==> src/rtl/serial_byte_rx_if.sv <==
// serial_byte_rx_if: serial line in, strobed byte and status out.
// slave = receiver side, master = line driver / byte consumer side.
interface serial_byte_rx_if #(
   parameter int DATA_W = 8
);
   logic              sin;
   logic [DATA_W-1:0] data;
   logic              en;
   logic              busy;
   logic              frame_err;
   logic              parity_err;

   modport slave (
      input  sin,
      output data, en, busy, frame_err, parity_err
   );

   modport master (
      output sin,
      input  data, en, busy, frame_err, parity_err
   );
endinterface

==> src/rtl/serial_byte_rx.sv <==
// serial_byte_rx: UART-style deserializer feeding a byte register stage.
// Define PARITY_CHECK_EN to add an even-parity bit after the data bits.
module serial_byte_rx #(
   parameter int CLKS_PER_BIT = 4,
   parameter int DATA_W       = 8
) (
   input logic             clk,
   input logic             reset,
   serial_byte_rx_if.slave bus
);
   localparam int H  = CLKS_PER_BIT / 2;
   localparam int CW = (CLKS_PER_BIT > 1) ? $clog2(CLKS_PER_BIT) : 1;
   localparam int BW = $clog2(DATA_W + 1);
   localparam logic [CW-1:0] HALF_END = CW'(H - 1);
   localparam logic [CW-1:0] BIT_END  = CW'(CLKS_PER_BIT - 1);
   localparam logic [BW-1:0] LAST_BIT = BW'(DATA_W - 1);

   typedef enum logic [2:0] {
      IDLE, START, DATA, PARITY, STOP
   } state_t;

`ifdef PARITY_CHECK_EN
   localparam state_t AFTER_DATA = PARITY;
`else
   localparam state_t AFTER_DATA = STOP;
`endif

   state_t            state, nxt;
   logic              sync1, sin_s;
   logic [CW-1:0]     cnt;
   logic [BW-1:0]     bit_idx;
   logic [DATA_W-1:0] shift;
   logic              armed;
   logic              sample;
   logic              en_d, ferr_d;
   logic [DATA_W-1:0] data_q;
   logic              en_q, ferr_q;

   // two-flop synchronizer, idles high
   always_ff @(posedge clk or negedge reset) begin
      if (!reset) begin
         sync1 <= 1'b1;
         sin_s <= 1'b1;
      end else begin
         sync1 <= bus.sin;
         sin_s <= sync1;
      end
   end

   // mid-bit sample point for the current state
   always_comb begin
      sample = 1'b0;
      unique case (state)
         START:              sample = (cnt == HALF_END);
         DATA, PARITY, STOP: sample = (cnt == BIT_END);
         default:            sample = 1'b0;
      endcase
   end

   // state register
   always_ff @(posedge clk or negedge reset) begin
      if (!reset) state <= IDLE;
      else        state <= nxt;
   end

   // next-state logic; armed blocks re-triggering on a stuck-low line
   always_comb begin
      nxt = state;
      unique case (state)
         IDLE:   if (!sin_s && armed) nxt = START;
         START:  if (sample) nxt = sin_s ? IDLE : DATA;
         DATA:   if (sample && bit_idx == LAST_BIT) nxt = AFTER_DATA;
         PARITY: if (sample) nxt = STOP;
         STOP:   if (sample) nxt = IDLE;
         default: nxt = IDLE;
      endcase
   end

   // output decode: pulses are decided at the stop sample
   always_comb begin
      en_d   = (state == STOP) && sample && sin_s;
      ferr_d = (state == STOP) && sample && !sin_s;
   end

   // counters, shift register and re-arm flag
   always_ff @(posedge clk or negedge reset) begin
      if (!reset) begin
         cnt     <= '0;
         bit_idx <= '0;
         shift   <= '0;
         armed   <= 1'b0;
      end else begin
         cnt <= (state == IDLE || sample) ? '0 : cnt + CW'(1);
         if (state != DATA)
            bit_idx <= '0;
         else if (sample)
            bit_idx <= bit_idx + BW'(1);
         if (state == DATA && sample)
            shift <= {sin_s, shift[DATA_W-1:1]};
         if (sin_s)
            armed <= 1'b1;
         else if (ferr_d)
            armed <= 1'b0;
      end
   end

   // registered outputs; data only moves on a good frame
   always_ff @(posedge clk or negedge reset) begin
      if (!reset) begin
         data_q <= '0;
         en_q   <= 1'b0;
         ferr_q <= 1'b0;
      end else begin
         en_q   <= en_d;
         ferr_q <= ferr_d;
         if (en_d) data_q <= shift;
      end
   end

`ifdef PARITY_CHECK_EN
   logic par_bit, perr_q;

   // capture parity bit and flag mismatch alongside en
   always_ff @(posedge clk or negedge reset) begin
      if (!reset) begin
         par_bit <= 1'b0;
         perr_q  <= 1'b0;
      end else begin
         if (state == PARITY && sample) par_bit <= sin_s;
         perr_q <= en_d && ((^shift) ^ par_bit);
      end
   end

   assign bus.parity_err = perr_q;
`else
   assign bus.parity_err = 1'b0;
`endif

   assign bus.data      = data_q;
   assign bus.en        = en_q;
   assign bus.frame_err = ferr_q;
   assign bus.busy      = (state != IDLE);
endmodule

==> src/flat_wrapper.sv <==
// flat-port wrapper written by rule: the top's interface ports become plain ports
module serial_byte_rx_flat 
#(
   parameter int CLKS_PER_BIT = 4,
   parameter int DATA_W       = 8
)
  (clk, reset, bus_sin, bus_data, bus_en, bus_busy, bus_frame_err, bus_parity_err);
  serial_byte_rx_if #(.DATA_W(DATA_W)) bus_i ();
  input logic clk;
  input logic reset;
  input wire logic [$bits(bus_i.sin)-1:0] bus_sin;
  output wire logic [$bits(bus_i.data)-1:0] bus_data;
  output wire logic [$bits(bus_i.en)-1:0] bus_en;
  output wire logic [$bits(bus_i.busy)-1:0] bus_busy;
  output wire logic [$bits(bus_i.frame_err)-1:0] bus_frame_err;
  output wire logic [$bits(bus_i.parity_err)-1:0] bus_parity_err;
  assign bus_i.sin = bus_sin;
  assign bus_data = bus_i.data;
  assign bus_en = bus_i.en;
  assign bus_busy = bus_i.busy;
  assign bus_frame_err = bus_i.frame_err;
  assign bus_parity_err = bus_i.parity_err;
  serial_byte_rx #(.CLKS_PER_BIT(CLKS_PER_BIT), .DATA_W(DATA_W)) u_core (.clk(clk), .reset(reset), .bus(bus_i));
endmodule
==> config.mk <==
export PLATFORM = sky130hd
export DESIGN_NAME = serial_byte_rx_flat
export DESIGN_NICKNAME = d
export VERILOG_FILES = /design/src/rtl/serial_byte_rx_if.sv /design/src/rtl/serial_byte_rx.sv /design/src/flat_wrapper.sv
export SDC_FILE = /design/constraint.sdc
export NUM_CORES = 1
export LEC_CHECK = 0
export CAP_MARGIN = 0
export CORE_MARGIN = 2
export CORE_UTILIZATION = 58
export DETAILED_ROUTE_END_ITERATION = 10
export PLACE_DENSITY = 0.94
export SETUP_SLACK_MARGIN = 0.2
export SLEW_MARGIN = 20
export SYNTH_ARGS = -nofsm -noshare
export SYNTH_HDL_FRONTEND = slang
export SYNTH_SLANG_ARGS = --single-unit
==> constraint.sdc <==
create_clock -name clk -period 2.53 [get_ports clk]
set_input_delay 0.759 -clock clk [delete_from_list [all_inputs] [get_ports clk]]
set_output_delay 0.759 -clock clk [all_outputs]
set_load 0.005 [all_outputs]
; ---- After elaboration in Yosys (flattened, before gate mapping)
; Index checks and enable logic that the tools add are counted.
[totals]
register_bits = 30
output_inout_bits = 12
elab_cells = 52
in_bits = 3
[op_classes]
reduce_logical = 14
muxes = 13
eq_ne = 13
addsub = 2
[op_table]
columns = op, count
row1 = 3-bit two-way mux, 5
row2 = 3-bit case mux with 5 select lines, 1
row3 = 2-bit by 1-bit inequality test with 1-bit output (second input constant), 5
row4 = 4-bit two-way mux, 2
row5 = 3-bit by 2-bit == test with 1-bit output (second input constant), 2
row6 = 1-bit logical AND, 6
row7 = 5-bit AND reduction, 1
row8 = 4-bit by 1-bit adder with 4-bit output (second input constant), 1
row9 = 4-bit by 3-bit == test with 1-bit output (second input constant), 1
row10 = 2-bit two-way mux, 2
row11 = 2-bit nonzero test, 2
row12 = 3-bit by 1-bit == test with 1-bit output (second input constant), 1
row13 = 3-bit == test (second input constant), 1
row14 = 3-bit zero test, 1
row15 = 3-bit by 2-bit inequality test with 1-bit output (second input constant), 1
row16 = 3-bit nonzero test, 1
row17 = 3-bit OR reduction, 1
row18 = 2-bit by 1-bit adder with 2-bit output (second input constant), 1
row19 = 2-bit by 1-bit == test with 1-bit output (second input constant), 1
row20 = 2-bit == test (second input constant), 1
row21 = 1-bit two-way mux, 2
row22 = 1-bit case mux with 2 select lines, 1
row23 = 1-bit zero test, 1
row24 = 1-bit logical OR, 1

; ---- Depth between registers and ports, before layout
[depth]
depth_word = 7
mapped_depth = 5

; ---- Worst setup path before layout
; OpenSTA, ideal clock, no wires.
[synth_path]
path_type = flip-flop to output port
startpoint = register u_core.state[1]
endpoint = output port bus_busy
stages_incl_launch_ff = 4
required_ns = 1.771
path_buffers = 1
arrival_time_ns = 0.872
path_slack_ns = 0.899
path_cell_list = dfrtp_1 > buf_6 > nor3_1 > inv_1
[synth_via]
elab_chain_cells = 1
[synth_lines]
columns = element, line_no
row1 = start: declaration, serial_byte_rx.sv:28  ; state_t state, nxt;
row2 = start signal: assignment, serial_byte_rx.sv:63  ; else state <= nxt;
row3 = 3-bit nonzero test, serial_byte_rx.sv:142  ; assign bus.busy = (state != IDLE);
row4 = end: declaration, flat_wrapper.sv:14  ; output wire logic [$bits(bus_i.busy)-1:0] bus_busy;
; Every way passes these cells.

; ---- Worst setup path after layout
[layout_path]
startpoint = register u_core.state[0]
endpoint = output port bus_busy
; The elaborated chain is that of the path after synthesis.

==> impl_metrics.tcl <==
set metrics [dict create \
    p_seq_share_pct 41.3 \
    crit_fanout 5 \
    h-tree-depth 2 \
    grt_pass1_wl_mm 4.264 \
    synth.top_cell.area_share_pct 51.42 \
    post-route-util_pct 74.89 \
    synth_cell_types 34 \
    max_clock_freq_mhz 438.9 \
    first_global_vias 884 \
    viasPerCell 5.974 \
    switching_share_pct 34.27 \
    setup_viol 0 \
    r2r_slack_ns 0.58 \
    path_class "flip-flop to primary output" \
    hold_slack_ns 0.3605 \
    syn_to_final_growth_pct 21.58 \
    syn_nets 106 \
    initial_core_util_pct 61.60 \
    rows 17 \
    port_buffers 13 \
    rsz0062_at_grt "false" \
    hold_violations 0 \
    cts_buffers 5 \
    synth_area_per_cell_sq_um 13.36 \
    finalNonFillerCells 156 \
    grt_max_degree 31 \
    internal_power_mw 1.026 \
    layout-drive-gt1-share_pct 36.72 \
    dp.cells 140 \
    cts.reportedPaths.clkPinSlew_ns 0.09 \
    rr_worst_depth 6 \
    cp-start-kind "flip-flop" \
    ant_nets 0 \
    die_height_um 52.47 \
    maxSlewViolCount 0 \
    antenna_found_initial 0 \
    ctsLongestPathBuffers 2 \
    syn-cell-area_sq_mm 0.001363 \
    fin_crit_sh_pct 90.06 \
    worstHoldStart "u_core.sync1$_DFF_PN1_" \
    reg2reg_from "u_core.state[1]$_DFFE_PN0P_" \
    arrival_ns 1.52 \
    cp.required_ns 1.77 \
    p_leak_nw 0.8206 \
    dp_hpwl_mm 1.685 \
    cts.sink_count 30 \
    dr.first_iter.drc_count 22 \
    final_nets 131 \
    drc 0 \
    die_area_sq_mm 0.002753 \
    wl_mm 2.842 \
    ys_ff_latch 30 \
    die_w_um 52.47 \
    grt-ovfl-total 0 \
    clock_power_share_pct 23.5 \
    min_to "u_core.sin_s$_DFF_PN1_" \
    root_buffer "clkbuf_4" \
    power.switching_mw 0.5348 \
    r2r-end "u_core.shift[7]$_DFFE_PN0P_" \
    ys_seq_area_share_pct 55.28 \
    total_power_mw 1.561 \
    hold_depth 0 \
    power_frac_comb_pct 35.2 \
    detailedPlace.worstSlack_ns 0.4037 \
    yosysWarnings 0 \
    yosysTopAreaCell "dfrtp_1" \
    peakVddDrop_uv 874.6 \
    tns_ns 0 \
    post_dp_cell_area_sq_mm 0.001504 \
    diodes 0 \
    syn-instance-count 102 \
    gp_congestion 0.7702 \
    vias 932 \
    core-area_sq_mm 0.002212 \
    clkLatencyLatePin_ns 0.33 \
    drv_cap 0 \
    cts_tree "done" \
    outcome "completed" \
    power_density_mw_per_mm2 942.1 \
    worst_slack_ns 0.2514 \
    fin_crit_ns 2.279 \
    drt-pass1-iter-count 4 \
    io_pins 15 \
    design_area_sq_mm 0.001657 \
    gr-usage-all-layers_pct 22.94 \
    critPathCaptureType "primary output" \
    synth_area_leaders "dfrtp_1 (51%), mux2_4 (8.8%), mux2_2 (6.6%), dfstp_2 (3.9%), mux2i_1 (2.2%)" \
    skew_ns 0.005645 \
    hold_path_class "flip-flop to flip-flop" \
    routedWlPerCell_um 18.22 \
]
-- cell type report --
type	instances	area (sq um)
fillers	119	555.5
clock inverters	3	40.04
well taps	28	35.03
inverters	5	18.77
multi-input cells	63	570.5
flip-flops and latches	30	757.0
repair buffers	22	197.7
clock buffers	5	37.54
-- flip-flops by register name, indices dropped and copies added (netlist names), 2 cells and up --
signal           flops
u_core.bus.data      8
u_core.shift         8
u_core.bit_idx       4
u_core.state         3
u_core.cnt           2
-- synthesized netlist by cell type (all sizes together) --
cell type,n
inv,5
dfstp,2
o31a,1
nand2,6
nand3,3
nor3,2
nor4,1
buf,4
nand2b,1
o211ai,1
o311a,1
mux2i,3
o21ai,4
nor4b,1
xnor2,3
a32oi,1
nor3b,1
and2,2
mux2,16
ha,1
conb,1
dfrtp,28
and4bb,1
nand4,3
and3b,1
nor2,7
nand4b,1
a21o,1
-- worst max-delay path by stage --
stage                                startpoint       end  slack [ns]  cells past startpoint
finish              u_core.state[0]$_DFFE_PN0P_  bus_busy        0.25                      3
global route        u_core.state[0]$_DFFE_PN0P_  bus_busy        0.17                      3
CTS                 u_core.state[0]$_DFFE_PN0P_  bus_busy        0.21                      3
detailed placement  u_core.state[1]$_DFFE_PN0P_  bus_busy        0.40                      3
global placement    u_core.state[1]$_DFFE_PN0P_  bus_busy        0.43                      3
floorplan           u_core.state[1]$_DFFE_PN0P_  bus_busy        0.90                      3
-- worst max-delay path, cell delays in order, from the launching register on --
cell and delay (ns):
dfrtp_2 0.46, nor3_4 0.21, inv_1 0.08, clkdlybuf4s50_1 0.44
-- cells in the final DEF (no fill, tap or decap), drive strengths merged, types with 2 or more instances in the layout --
cell type and n:
nand2 6, nor3 2, mux2 16, clkdlybuf4s50 13, buf 9, nand3 3
nand4 3, dfrtp 28, xnor2 3, clkbuf 5, dfstp 2, mux2i 3
and2 2, clkinv 2, o21ai 4, inv 5, nor2 7
-- metal layers --
layer,GRT usage (%),share of wire [%]
met5,0,0
met4,12.39,2.8
met3,7.143,6.2
met2,36.67,52
met1,27.59,39
-- power by group through the flow --
stage               Combinational (mW)  Sequential, mW  Clock (mW)
floorplan                        0.371           0.594           0
global placement                 0.370           0.652           0
detailed placement               0.381           0.660           0
CTS                              0.424           0.646       0.378
global route                     0.588           0.651       0.400
finish                           0.550           0.645       0.366
-- cell families after synthesis --
logic type / Yosys count / synth area share [%]
buffers and inverters: 9 / 3.673
multiplexers: 19 / 17.63
flip-flops: 30 / 55.28
AND/OR/NAND/NOR: 30 / 14.97
AO/OA/AOI/OAI: 9 / 5.327
XOR/XNOR: 3 / 1.929
other: 1 / 0.2752
adder cells (fa/ha/maj): 1 / 0.9181
-- timing repair --
| item | in CTS | in global routing |
|---|---|---|
| hold buffers | 0 | 0 |
| setup buffers | 1 | 7 |
| gates resized for setup | 4 | 1 |
| setup endpoints to repair | 1 | 1 |
Note: power is estimated with default switching activity, not from simulation.
==> RTL edit 1 (config.mk and constraints unchanged) <==
The option `PARITY_CHECK_EN` is turned on by a define.
--- a/src/rtl/serial_byte_rx.sv
+++ b/src/rtl/serial_byte_rx.sv
@@ -1,5 +1,7 @@
 // serial_byte_rx: UART-style deserializer feeding a byte register stage.
 // Define PARITY_CHECK_EN to add an even-parity bit after the data bits.
+`define PARITY_CHECK_EN
+
 module serial_byte_rx #(
    parameter int CLKS_PER_BIT = 4,
    parameter int DATA_W       = 8
Formal check against the unedited RTL: same outputs for any inputs over 10 cycles, from zero or initial values and one cycle with reset low; that may be too few to reach the edited logic, so the function may still have changed.
==> RTL edit 1 against the original RTL <==
- area after synthesis increased by 5.4%
- maximum frequency up 5.7%
- setup slack better by 120 ps
- cell area is 0.91% higher
- core utilization down 5.5 points
- sequential cell count rose by 2
- combinational power decreased by 6.0%
- power down 3.4%
- die area increased by 5.0%
- wire length shrank 15%
- global-route usage is 1.9 points lower
- sequential share of layout area up 2.5 points
==> RTL edit 1: results (changes against the original RTL) <==
[status]
status=completed

[worst_hold_path]
min_path_type=reg -> reg

[global_routing]
grt_first_pass_wirelength_um=4150  ; -2.6%
grt_start_max_net_pins=33  ; +6.5%
grt_antenna_before_repair=0  ; unchanged
gr-usage-all-layers=0.210  ; -0.0190
via_count_of_the_first_global_routing_pass=902  ; +2.0%

[cells_and_area]
antenna_cells=0  ; unchanged
final_nets=139  ; +6.1%
post_route_cells_drive_above_1_share=0.265  ; -0.102
fillCellCount=137  ; +15%

[route]
firstDrtPassIters=4  ; unchanged
num_vias=918  ; -1.5%
wl_per_cell_um=14.6  ; -20%
first_iter_violations=17  ; -23%

[clocking]
root_buffer=clkbuf_4
cts.clk_slew.worst_paths_ps=100
ctsLongestPathBuffers=2  ; unchanged
worstSkewPairLatency_ps=330  ; about the same
cts_h_tree_lvls=2  ; unchanged
tritoncts.num_buffers=5  ; unchanged

[placed_design]
detailed_place_hpwl_um=1680  ; -0.21%
detailedPlace.worstSlack_ps=454  ; +50.6 ps
place_congestion=0.877  ; +14%
port_buffers=14  ; +1

[pwr]
maximum_vdd_drop_uv=693  ; -21%
power_leakage_nw=0.758  ; -7.6%

[worst_setup_path]
worstPathMaxFanout=2  ; -3
arrival_ps=1400  ; -120 ps

[timing]
skew_ps=15.3  ; +9.70 ps
worst_pin_slew_ps=416

[logic_synthesis]
synth_seq_area_share=0.559  ; +0.00643
ys_types=39  ; +15%
synth_warnings=0  ; unchanged
synth_common_cells=dfrtp_1, mux2_2, xnor2_1
post_synth_main_area_contributors=dfrtp_1, mux2_2, xnor2_1
synth_fp_nets=119  ; +12%
ys.flop_type=dfrtp_1
async_flop_share=1.00  ; unchanged

[RTL edit 1: power by group]
part,total [W],switching (W),internal [W]
clock,0.000299,0.000162,0.000137
combinational,0.000517,0.000264,0.000253
sequential,0.000691,0.0000995,0.000591
[RTL edit 1: cells by family (layout without fill, tap and decap cells)]
kind of cell | after synthesis | after routing | share of synthesized area
compound gates | 20 | 20 | 0.0862
buf+inv | 9 | 30 | 0.0331
xor+xnor | 9 | 9 | 0.0645
fa+ha+maj | 1 | 1 | 0.00871
simple gates | 27 | 27 | 0.115
flops | 32 | 32 | 0.559
mux | 17 | 17 | 0.133
[RTL edit 1: final timing paths]
path | from | to | slack (ps) | cells after the start
setup / recovery | u_core.state[1] | bus_busy | 370 | 2
setup reg to reg | u_core.cnt[1] | u_core.shift[4] | 730 | 4
hold reg to reg | u_core.sync1 | u_core.sin_s | 360 | 0
hold / removal | u_core.sync1 | u_core.sin_s | 360 | 0
min in group asynchronous | reset | u_core.cnt[1] | 810 | 2
max in group asynchronous | reset | u_core.sin_s | 1380 | 2
[RTL edit 1: metrics by stage]
| stage | power, W | instance area, µm² | util | hold slack [ps] | std cells |
|---|---|---|---|---|---|
| final | 0.00151 | 1670 | 0.694 | 363 | 166 |
| after global routing | 0.00161 | 1670 | 0.694 | 371 | 166 |
| after CTS | 0.00151 | 1670 | 0.694 | 363 | 166 |
| after detailed placement | 0.00120 | 1600 | 0.663 | 349 | 156 |
| after global placement | 0.00116 | 1600 | 0.663 | 346 | 156 |
| after floorplan | 0.00109 | 1440 | - | 345 | 115 |
[RTL edit 1: what timing repair did]
item	4_1_cts	5_1_grt
endpoints found under the setup margin	1	0
setup buffers	2	0
resized for setup	3	0
endpoints found under the hold margin	0	0
[RTL edit 1: layer usage]
metal  up-vias  share of wire  track usage
li1        452              -            -
met1       442           0.42        0.268
met2        19           0.51        0.317
met3         5          0.046       0.0778
met4         0          0.019        0.103
met5         -              0            0
[RTL edit 1: final cells by class]
| type | count | area, µm² | share of cell area |
|---|---|---|---|
| inverter | 4 | 15.0 | 0.00898 |
| timing repair buffer | 18 | 169 | 0.101 |
| multi-input combinational | 74 | 586 | 0.350 |
| sequential | 32 | 806 | 0.482 |
| clock buffer | 8 | 58.8 | 0.0352 |
| tap | 30 | 37.5 | 0.0225 |
[RTL edit 1: worst max-delay path, cell delays in order (launching register included)]
cell           delay, ps
dfrtp_2              420
or3_1                380
dlygate4sd2_1        270
==> RTL edit 2 (same settings) <==
Without the edit above. The 5 states of `state_t` get a one-hot encoding in 5 bits.
--- a/src/rtl/serial_byte_rx.sv
+++ b/src/rtl/serial_byte_rx.sv
@@ -15,8 +15,8 @@
    localparam logic [CW-1:0] BIT_END  = CW'(CLKS_PER_BIT - 1);
    localparam logic [BW-1:0] LAST_BIT = BW'(DATA_W - 1);
 
-   typedef enum logic [2:0] {
-      IDLE, START, DATA, PARITY, STOP
+   typedef enum logic [4:0] {
+      IDLE = 5'b00001, START = 5'b00010, DATA = 5'b00100, PARITY = 5'b01000, STOP = 5'b10000
    } state_t;
 
 `ifdef PARITY_CHECK_EN
Formal check against the unedited RTL: same outputs for any inputs over 10 cycles, from zero or initial values and one cycle with reset low; not proved beyond that.
==> RTL edit 2 against the original RTL <==
- cell area shrank 1.7%
- register-to-register slack improved by 150 ps
- area after synthesis rose by 1.7%
- setup slack better by 20 ps
- critical path depth grew 1
- core utilization shrank 1.9 points
- wire length shrank 11%
- power fell by 21%
- sequential cell count rose by 1
- non-clock buffer count fell by 4
- critical endpoint unchanged
- highest routed layer unchanged
==> RTL edit 2: results (changes against the original RTL) <==
[logic_synthesis]
ys_types=38  ; +12%
post_synth_xor_area_fraction=0.0253  ; +0.00599
synth.most_common_cell=dfrtp_1
yosys.area_share.adder=0.00903  ; -0.000157
synth_seq_area_share=0.562  ; +0.00947
post_synthesis_compound_gate_area_fraction=0.0821  ; +0.0289
synth_common_cells=dfrtp_1, mux2_2, nor2_1
postSynthAreaPerCell_um2=12.6  ; -5.7%
post_synth_main_area_contributors=dfrtp_1, mux2_2, dfstp_2

[pwr]
internal-power_w=0.000858  ; -16%
maximum_vdd_drop_uv=584  ; -33%
power_leakage_nw=0.773  ; -5.8%

[worst_setup_path]
critical_path.top_delay_family=flip-flops
critical_register_to_register_path_startpoint=u_core.state[4]
max_stage_delay_ps=580  ; +120 ps
rrSetupSlack_ps=730  ; +150 ps
worstRegToRegCells=4  ; -2
crit_path_top_delay_cell=dfstp_2
worstPathMaxFanout=3  ; -2
setup.worst_path.start=u_core.state[0]
worstReg2RegEnd=u_core.bus.data[2]

[route]
vias_per_cell=5.72  ; -4.3%
met2_length_um=1270  ; -14%
first_iter_violations=16  ; -27%
wl_met3_um=118  ; -33%
routed_wirelength_um=2540  ; -11%

[timing]
skew_ps=7.71  ; +2.07 ps
max_freq_mhz=443  ; +0.90%

[global_routing]
grt_antenna_before_repair=0  ; unchanged
global_route.usage.met3=0.0537  ; -0.0178
grt_start_max_net_pins=32  ; +3.2%
grt_first_pass_wirelength_um=4200  ; -1.5%
gr-max-usage-layer=met2
grtUsageMet2=0.356  ; -0.0104
gr-usage-all-layers=0.219  ; -0.0107

[status]
status=completed

[placed_design]
detailed_place_hpwl_um=1670  ; -0.69%
detailedPlace.worstSlack_ps=272  ; -132 ps
dp_cells=147  ; +5.0%

[cells_and_area]
post_route_cells_drive_above_1_share=0.308  ; -0.0595
fin_cells=158  ; +1.3%
fillCellCount=160  ; +34%

[worst_hold_path]
min_path_type=reg -> reg

-- RTL edit 2: what timing repair did --
action                                  4_1_cts  5_1_grt
buffers inserted                              3        0
endpoints found under the setup margin        1        0
resized for setup                             5        0
hold endpoints to repair                      0        0
-- RTL edit 2: power groups by stage --
stage	Sequential (W)	Combinational, W	Clock (W)
6_report	0.000581	0.000331	0.000319
2_1_floorplan	0.000581	0.000195	0
3_5_place_dp	0.000603	0.000238	0
5_1_grt	0.000586	0.000354	0.000344
3_3_place_gp	0.000597	0.000222	0
4_1_cts	0.000578	0.000321	0.000331
-- RTL edit 2: area by class of cell --
| cell class | instances | share of cell area |
|---|---|---|
| flip-flops and latches | 31 | 0.479 |
| multi-input cells | 68 | 0.343 |
| repair buffers | 18 | 0.102 |
| clock buffers | 8 | 0.0422 |
| well taps | 28 | 0.0215 |
| inverters | 5 | 0.0115 |
